**config.mk**
```make
export PLATFORM = sky130hd
export DESIGN_NAME = output_packet_scheduler
export DESIGN_NICKNAME = d
export VERILOG_FILES = /design/src/rtl/out_sched_pkg.sv /design/src/rtl/out_evq_fifo.sv /design/src/rtl/output_packet_scheduler.sv
export SDC_FILE = /design/constraint.sdc
export NUM_CORES = 1
export LEC_CHECK = 0
export BUFFER_PORTS_ARGS = -buffer_cell sky130_fd_sc_hd__buf_2
export CORE_ASPECT_RATIO = 1.5
export CORE_MARGIN = 4
export CORE_UTILIZATION = 60
export CTS_CLUSTER_DIAMETER = 80
export CTS_CLUSTER_SIZE = 8
export DETAILED_ROUTE_END_ITERATION = 7
export GPL_TIMING_DRIVEN = 0
export PLACE_DENSITY = 0.85
export SYNTH_ARGS = -nofsm -noshare
export SYNTH_HDL_FRONTEND = slang
export SYNTH_SLANG_ARGS = --single-unit
```
**constraint.sdc**
```tcl
create_clock -name clk -period 7.95 [get_ports clk]
set_input_delay 0.795 -clock clk [delete_from_list [all_inputs] [get_ports clk]]
set_output_delay 0.795 -clock clk [all_outputs]
set_load 0.05 [all_outputs]
```
**src/rtl/out_sched_pkg.sv**
```systemverilog
// Shared constants for the output packet scheduler: header magic/type words,
// event-type encoding and FSM state encoding.
package out_sched_pkg;

   // Header word 0 / word 1 values per packet kind
   localparam logic [15:0] MAGIC_NOTIF = 16'hC0DE;
   localparam logic [15:0] MAGIC_FULL  = 16'hDA7A;
   localparam logic [15:0] TYPE_NOTIF  = 16'h0001;
   localparam logic [15:0] TYPE_FULL   = 16'h0002;

   // Event type bit stored at the top of each queue entry
   localparam logic EV_NOTIF = 1'b0;
   localparam logic EV_FULL  = 1'b1;

   // Index of the final header word (six words, 0..5)
   localparam logic [2:0] HDR_LAST_IDX = 3'd5;

   // FSM state encoding
   localparam logic [2:0] ST_IDLE    = 3'd0;
   localparam logic [2:0] ST_HDR     = 3'd1;
   localparam logic [2:0] ST_RD_REQ  = 3'd2;
   localparam logic [2:0] ST_RD_WAIT = 3'd3;
   localparam logic [2:0] ST_DONE    = 3'd4;

   typedef enum logic [2:0] {
      S_IDLE    = ST_IDLE,
      S_HDR     = ST_HDR,
      S_RD_REQ  = ST_RD_REQ,
      S_RD_WAIT = ST_RD_WAIT,
      S_DONE    = ST_DONE
   } state_e;

endpackage

```
**src/rtl/out_evq_fifo.sv**
```systemverilog
// Event queue: synchronous FIFO with a two-entry write port.
// Port 0 is written ahead of port 1 when both are accepted. When only one
// slot is available, port 1 wins and port 0 is dropped. A same-cycle read
// frees its slot for the writes of that cycle. Any drop sets a sticky flag.
module out_evq_fifo #(
   parameter int DEPTH = 4,
   parameter int DW    = 4
) (
   input  logic                       clk,
   input  logic                       rst_n,
   input  logic                       wr0_en_i,
   input  logic [DW-1:0]              wr0_data_i,
   input  logic                       wr1_en_i,
   input  logic [DW-1:0]              wr1_data_i,
   input  logic                       rd_en_i,
   output logic [DW-1:0]              rd_data_o,
   output logic [$clog2(DEPTH):0]     level_o,
   output logic                       overflow_o
);

   localparam int AW = $clog2(DEPTH);
   localparam int LW = AW + 1;

   logic [DW-1:0] mem_q [DEPTH];
   logic [AW-1:0] wp_q, rp_q, wp1;
   logic [LW-1:0] lvl_q;
   logic          ovf_q;
   logic [LW:0]   n_free;
   logic          rd_ok, acc0, acc1;

   // Slot accounting and acceptance of each write port
   always_comb begin
      rd_ok  = rd_en_i && (lvl_q != '0);
      n_free = (LW+1)'(DEPTH) - {1'b0, lvl_q} + {{LW{1'b0}}, rd_ok};
      acc1   = wr1_en_i && (n_free != '0);
      acc0   = wr0_en_i && (n_free >= (acc1 ? (LW+1)'(2) : (LW+1)'(1)));
      wp1    = acc0 ? (wp_q + AW'(1)) : wp_q;
   end

   // Storage array, no reset needed (guarded by level)
   always_ff @(posedge clk) begin
      if (acc0) mem_q[wp_q] <= wr0_data_i;
      if (acc1) mem_q[wp1]  <= wr1_data_i;
   end

   // Pointers, occupancy and sticky overflow
   always_ff @(posedge clk or negedge rst_n) begin
      if (!rst_n) begin
         wp_q  <= '0;
         rp_q  <= '0;
         lvl_q <= '0;
         ovf_q <= 1'b0;
      end else begin
         wp_q  <= wp_q + AW'(acc0) + AW'(acc1);
         rp_q  <= rp_q + AW'(rd_ok);
         lvl_q <= lvl_q + LW'(acc0) + LW'(acc1) - LW'(rd_ok);
         if ((wr0_en_i && !acc0) || (wr1_en_i && !acc1)) ovf_q <= 1'b1;
      end
   end

   assign rd_data_o  = mem_q[rp_q];
   assign level_o    = lvl_q;
   assign overflow_o = ovf_q;

endmodule

```
**src/rtl/output_packet_scheduler.sv**
```systemverilog
// Output packet scheduler: queues batch/layer completion events, streams a
// six-word header per event and, for full-data packets, issues one BRAM read
// request and waits for the parser to finish.
// Optional read_done watchdog enabled by defining OUT_SCHED_TIMEOUT_EN.
module output_packet_scheduler
   import out_sched_pkg::*;
#(
   parameter int NUM_BRAM    = 8,
   parameter int BRAM_DEPTH  = 512,
   parameter int BATCH_W     = 3,
   parameter int LAYER_W     = 2,
   parameter int EVQ_DEPTH   = 4,
   parameter int TIMEOUT_CYC = 65535
) (
   input  logic                         clk,
   input  logic                         rst_n,
   input  logic                         batch_complete,
   input  logic [BATCH_W-1:0]           current_batch_id,
   input  logic                         all_batches_done,
   input  logic [LAYER_W-1:0]           completed_layer_id,
   output logic [15:0]                  hdr_data,
   output logic                         hdr_valid,
   input  logic                         hdr_ready,
   output logic                         hdr_last,
   output logic                         trigger_read,
   output logic [3:0]                   rd_bram_start,
   output logic [3:0]                   rd_bram_end,
   output logic [15:0]                  rd_addr_count,
   input  logic                         read_done,
   output logic                         transmission_active,
   output logic                         evq_overflow,
   output logic [$clog2(EVQ_DEPTH):0]   evq_level,
   output logic                         rd_timeout
);

   localparam int ID_W  = (BATCH_W > LAYER_W) ? BATCH_W : LAYER_W;
   localparam int EV_W  = ID_W + 1;
   localparam int LVL_W = $clog2(EVQ_DEPTH) + 1;
   localparam logic [15:0] FULL_WORDS = 16'(NUM_BRAM * BRAM_DEPTH);

   // Elaboration-time parameter sanity
   if (NUM_BRAM < 1 || NUM_BRAM > 16) begin : g_bad_nbram
      $error("NUM_BRAM must be 1..16");
   end
   if (NUM_BRAM * BRAM_DEPTH > 65535) begin : g_bad_size
      $error("NUM_BRAM*BRAM_DEPTH must fit 16 bits");
   end
   if (EVQ_DEPTH < 2 || (EVQ_DEPTH & (EVQ_DEPTH - 1)) != 0) begin : g_bad_depth
      $error("EVQ_DEPTH must be a power of 2, >= 2");
   end
   if (TIMEOUT_CYC < 1) begin : g_bad_tmo
      $error("TIMEOUT_CYC must be >= 1");
   end

   state_e          state_q, state_d;
   logic [2:0]      idx_q, idx_d;
   logic [15:0]     seq_q, seq_d;
   logic            type_q;
   logic [ID_W-1:0] id_q;
   logic [LVL_W-1:0] lvl_q;
   logic            deq, tmo_hit;
   logic [EV_W-1:0] nf_ev, fl_ev, head_ev;

   assign nf_ev = {EV_NOTIF, ID_W'(current_batch_id)};
   assign fl_ev = {EV_FULL,  ID_W'(completed_layer_id)};

   // Simultaneous events: NOTIF on port 0 (stored first), FULL on port 1
   out_evq_fifo #(.DEPTH(EVQ_DEPTH), .DW(EV_W)) u_evq (
      .clk        (clk),
      .rst_n      (rst_n),
      .wr0_en_i   (batch_complete),
      .wr0_data_i (nf_ev),
      .wr1_en_i   (all_batches_done),
      .wr1_data_i (fl_ev),
      .rd_en_i    (deq),
      .rd_data_o  (head_ev),
      .level_o    (evq_level),
      .overflow_o (evq_overflow)
   );

`ifdef OUT_SCHED_TIMEOUT_EN
   logic [31:0] tmo_q;
   logic        rdto_q;
   assign tmo_hit = (state_q == S_RD_WAIT) && (tmo_q == 32'(TIMEOUT_CYC - 1));

   // Watchdog: counts cycles spent in RD_WAIT, flags a missing read_done
   always_ff @(posedge clk or negedge rst_n) begin
      if (!rst_n) begin
         tmo_q  <= '0;
         rdto_q <= 1'b0;
      end else begin
         tmo_q <= (state_q == S_RD_WAIT) ? tmo_q + 32'd1 : 32'd0;
         if (tmo_hit && !read_done) rdto_q <= 1'b1;
      end
   end
   assign rd_timeout = rdto_q;
`else
   assign tmo_hit    = 1'b0;
   assign rd_timeout = 1'b0;
`endif

   // Next-state logic and FSM-driven strobes
   always_comb begin
      state_d      = state_q;
      idx_d        = idx_q;
      seq_d        = seq_q;
      deq          = 1'b0;
      hdr_valid    = 1'b0;
      trigger_read = 1'b0;
      case (state_q)
         S_IDLE: begin
            if (evq_level != '0) begin
               deq     = 1'b1;
               idx_d   = 3'd0;
               state_d = S_HDR;
            end
         end
         S_HDR: begin
            hdr_valid = 1'b1;
            if (hdr_ready) begin
               if (idx_q == HDR_LAST_IDX)
                  state_d = (type_q == EV_FULL) ? S_RD_REQ : S_DONE;
               else
                  idx_d = idx_q + 3'd1;
            end
         end
         S_RD_REQ: begin
            trigger_read = 1'b1;
            state_d      = S_RD_WAIT;
         end
         S_RD_WAIT: begin
            if (read_done || tmo_hit) state_d = S_DONE;
         end
         S_DONE: begin
            seq_d   = seq_q + 16'd1;
            state_d = S_IDLE;
         end
         default: state_d = S_IDLE;
      endcase
   end

   // State, sequence counter and working copy of the dequeued event
   always_ff @(posedge clk or negedge rst_n) begin
      if (!rst_n) begin
         state_q <= S_IDLE;
         idx_q   <= '0;
         seq_q   <= '0;
         type_q  <= 1'b0;
         id_q    <= '0;
         lvl_q   <= '0;
      end else begin
         state_q <= state_d;
         idx_q   <= idx_d;
         seq_q   <= seq_d;
         if (deq) begin
            type_q <= head_ev[EV_W-1];
            id_q   <= head_ev[ID_W-1:0];
            lvl_q  <= evq_level - LVL_W'(1);
         end
      end
   end

   // Header word mux; zero outside HDR so idle outputs read 0
   always_comb begin
      hdr_data = 16'h0000;
      if (state_q == S_HDR) begin
         case (idx_q)
            3'd0:    hdr_data = (type_q == EV_FULL) ? MAGIC_FULL : MAGIC_NOTIF;
            3'd1:    hdr_data = (type_q == EV_FULL) ? TYPE_FULL  : TYPE_NOTIF;
            3'd2:    hdr_data = 16'(id_q);
            3'd3:    hdr_data = seq_q;
            3'd4:    hdr_data = 16'(lvl_q);
            3'd5:    hdr_data = (type_q == EV_FULL) ? FULL_WORDS : 16'h0000;
            default: hdr_data = 16'h0000;
         endcase
      end
   end

   assign hdr_last            = (state_q == S_HDR) && (idx_q == HDR_LAST_IDX);
   assign transmission_active = (state_q != S_IDLE);
   assign rd_bram_start       = 4'd0;
   assign rd_bram_end         = trigger_read ? 4'(NUM_BRAM - 1) : 4'd0;
   assign rd_addr_count       = trigger_read ? 16'(BRAM_DEPTH) : 16'd0;

endmodule

```
==> key figures <==
Run status
  • Status: finished, final reports clean

Setup path
  • CP most frequent cell: ha_1
  • Crit path max-delay family: adder cells
  • CP max stage delay: 0.61 ns
  • Kind of critical path: reg2reg
  • Crit path max fanout: 10
  • Critical Path Start: state_q[1]
  • CP cell instances: clkbuf_1 -> or3_1 -> nand2b_1 -> clkbuf_1 -> ha_1 -> inv_1 -> ha_1 -> nand4b_1 -> o311ai_2 -> ha_1 -> or2b_4 -> a221o_2 -> nand2_1 -> ha_1 -> inv_1 -> fa_1 -> fa_1 -> xor2_1
  • Crit-path slowest cell: o311ai_2
  • CP required: 8.14 ns
  • Buffers and inverters on the worst path: 4
  • Worst setup SP type: flop
  • CP Data Arrival Time: 5.39 ns
  • Setup crit end kind: flop
  • Worst r2r src: state_q[1]

Synth
  • Top area cells in the synthesized netlist: dfrtp_1 (28%), edfxtp_1 (7.3%), ha_1 (7.2%)
  • Post-Syn Area: 0.00330 mm^2
  • Mapped Cells: 310
  • Top_reg_cell synth: dfrtp_1
  • Sequential area share after synthesis: 40.2%
  • Post-synth ARST share: 69.8%
  • Cell variety after synth: 55
  • Biggest area consumer among synthesized cells: dfrtp_1
  • Mean Syn Cell Area: around 11 um^2
  • Most numerous cell in the Yosys netlist: dfrtp_1
  • Synth top cells by count: dfrtp_1 (37), nand2_1 (32), buf_4 (25), nor2_1 (25), ha_1 (19)
  • Seq cells post-synth: 53
  • Synthesis Warnings: 0
  • Area share of the largest cell type after synthesis: 28.1%
  • Post-synth EDFFs: 8

Clocking
  • Clock transition at the registers of the reported paths: 0.10 ns
  • H-tree Lvls: 2
  • # resized after CTS: 0
  • Post-CTS setup repair buffer count: 0
  • CTS tree: built
  • CTS Buf Count: 5
  • Clock sinks: 53
  • CTS Hold Bufs: 0
  • Largest buffer count on any clock path: 2
  • Clk_lat worst skew: 0.31 ns
  • Root buffer cell: clkbuf_8

Floorplanning
  • Die Span X: 68.5 um
  • Die ar.: roughly 0.0068 mm^2
  • Floorplan row count: 32
  • Core ar.: around 0.0052 mm^2
  • Die Y: around 99 um
  • # IOs: 60
  • Starting Density: around 63%

Pwr
  • Pleak: 1.91 nW
  • Cell Pwr Density: 403 mW/mm^2
  • VDD IR max: roughly 0.29 mV

Timing
  • RSZ-0062 raised after global routing: no
  • Hold Violations, Final: 0
  • Final Setup Violations: 0
  • Fin crit period: 5.20 ns
  • Fmax: 0.192 GHz
  • Fin Clk Skew: 0.0107 ns
  • Worst slew margin: 45.0%
  • Worst-Margin Slew: 0.825 ns
  • Setup TNS: 0 ns
  • Fin crit share: 65.4%
  • Slew Viols, Final: 0

Min path
  • Critical hold path startpoint: u_evq.overflow_o
  • Worst Hold Class: reg2reg

Global route
  • Gr ovfl total: 0
  • First-pass GRT wire length: 10.7 mm
  • Initial antenna violation count: 0
  • Largest net degree at the start of global routing: 38
  • Vias in the first global route: 2341
  • Overall routing resource usage: around a fifth

Drt
  • Routed length per instance: 14.6 um
  • Drt pass-1 iters: 5
  • Iter 0 DRT Violations: 78
  • Via-per-instance ratio: 5.35
  • # DRC: 0
  • ANT nets after route: 0
  • Via count: 2377
  • Total Wirelength: 6.47 mm

Place
  • Count of input and output buffers: 38
  • Placed cells: 436
  • HPWL Detailed: ~5.2 mm
  • GPL Wtd Cong: 0.853

Layout
  • Area Overhead vs Synth: 14.0%
  • Number of diodes: 0
  • Fillers: 400
  • Fin cells: 444
  • Layout cells sized above 1: between 20 and 30%
  • Final #Nets: slightly above 400

Flow run
  • Max_cap viols: 0
==> layout by cell type, fill, tap and decap left out, drive strengths merged, types with 5 or more instances in the layout <==
master  synthesis  final
mux2           14     14
nand3           8      8
a21o            9      9
and3            5      5
nor2           25     25
xor2            5      5
buf            25     63
dfrtp          37     37
a21oi           7      7
o21ai          10     10
nand2          32     32
conb            1     21
ha             19     19
dfxtp           8      8
nand2b          5      5
inv            17     17
edfxtp          8      8
clkbuf          6     12
xnor2          14     14
==> final timing paths <==
check / end / slack, ns / depth (start not counted)
min reg2reg: u_evq.overflow_o / 0.46 / 1
max: u_evq.level_o[2] / 2.75 / 18
min in group asynchronous: seq_q[3] / 0.57 / 1
min: u_evq.overflow_o / 0.46 / 1
max in group asynchronous: id_q[2] / 6.85 / 1
max reg2reg: u_evq.level_o[2] / 2.75 / 18
==> stage by stage <==
stage	hold slack (ns)	util, %	instance area (um^2)	total power [mW]	setup slack [ns]
2_1_floorplan	0.421	-	3370	1.15	2.91
4_1_cts	0.467	71.7	3760	1.52	2.73
6_report	0.463	71.7	3760	1.51	2.75
3_3_place_gp	0.431	69.5	3650	1.29	2.86
5_1_grt	0.501	71.7	3760	1.63	2.48
3_5_place_dp	0.444	69.5	3650	1.34	2.77
==> layer usage <==
layer	global-route usage [%]	up-vias	share of wire, %	wire length, um
li1	-	1161	-	-
met1	22.9	1137	37	2400
met2	37.9	68	57	3690
met3	3.19	11	4.3	278
met4	7.20	0	1.7	111
met5	0	-	0	0
==> power by group <==
part / internal (mW) / switching (mW) / total [mW]
combinational: 0.328 / 0.546 / 0.874
sequential: 0.379 / 0.0776 / 0.456
clock: 0.0946 / 0.0891 / 0.184
==> cell type report <==
class / instances / area [um^2] / area share [%]
multi-input cells: 228 / 1750 / 46.7
flip-flops and latches: 53 / 1330 / 35.3
plain buffers: 31 / 210 / 5.59
repair buffers: 38 / 190 / 5.06
well taps: 68 / 85.1 / 2.26
inverters: 18 / 81.3 / 2.16
clock buffers: 6 / 72.6 / 1.93
clock inverters: 2 / 38.8 / 1.03
==> registers in the layout, indices dropped and copies added (netlist names) <==
signal,count
seq_q,16
u_evq.mem_q,16
id_q,3
idx_q,3
lvl_q,3
state_q,3
u_evq.level_o,3
u_evq.rp_q,2
u_evq.wp_q,2
type_q,1
u_evq.overflow_o,1
==> cells by family (layout without fill, tap and decap cells) <==
| kind of cell | Yosys count | count (layout) | share of synthesized area [%] |
|---|---|---|---|
| xor+xnor | 19 | 19 | 5.05 |
| fa+ha+maj | 22 | 22 | 9.03 |
| simple gates | 98 | 98 | 15.0 |
| flops | 53 | 53 | 40.2 |
| buf+inv | 49 | 95 | 8.84 |
| other cells | 1 | 21 | 0.114 |
| mux | 22 | 22 | 9.41 |
| compound gates | 46 | 46 | 12.3 |
Note: power is estimated with default switching activity, not from simulation.
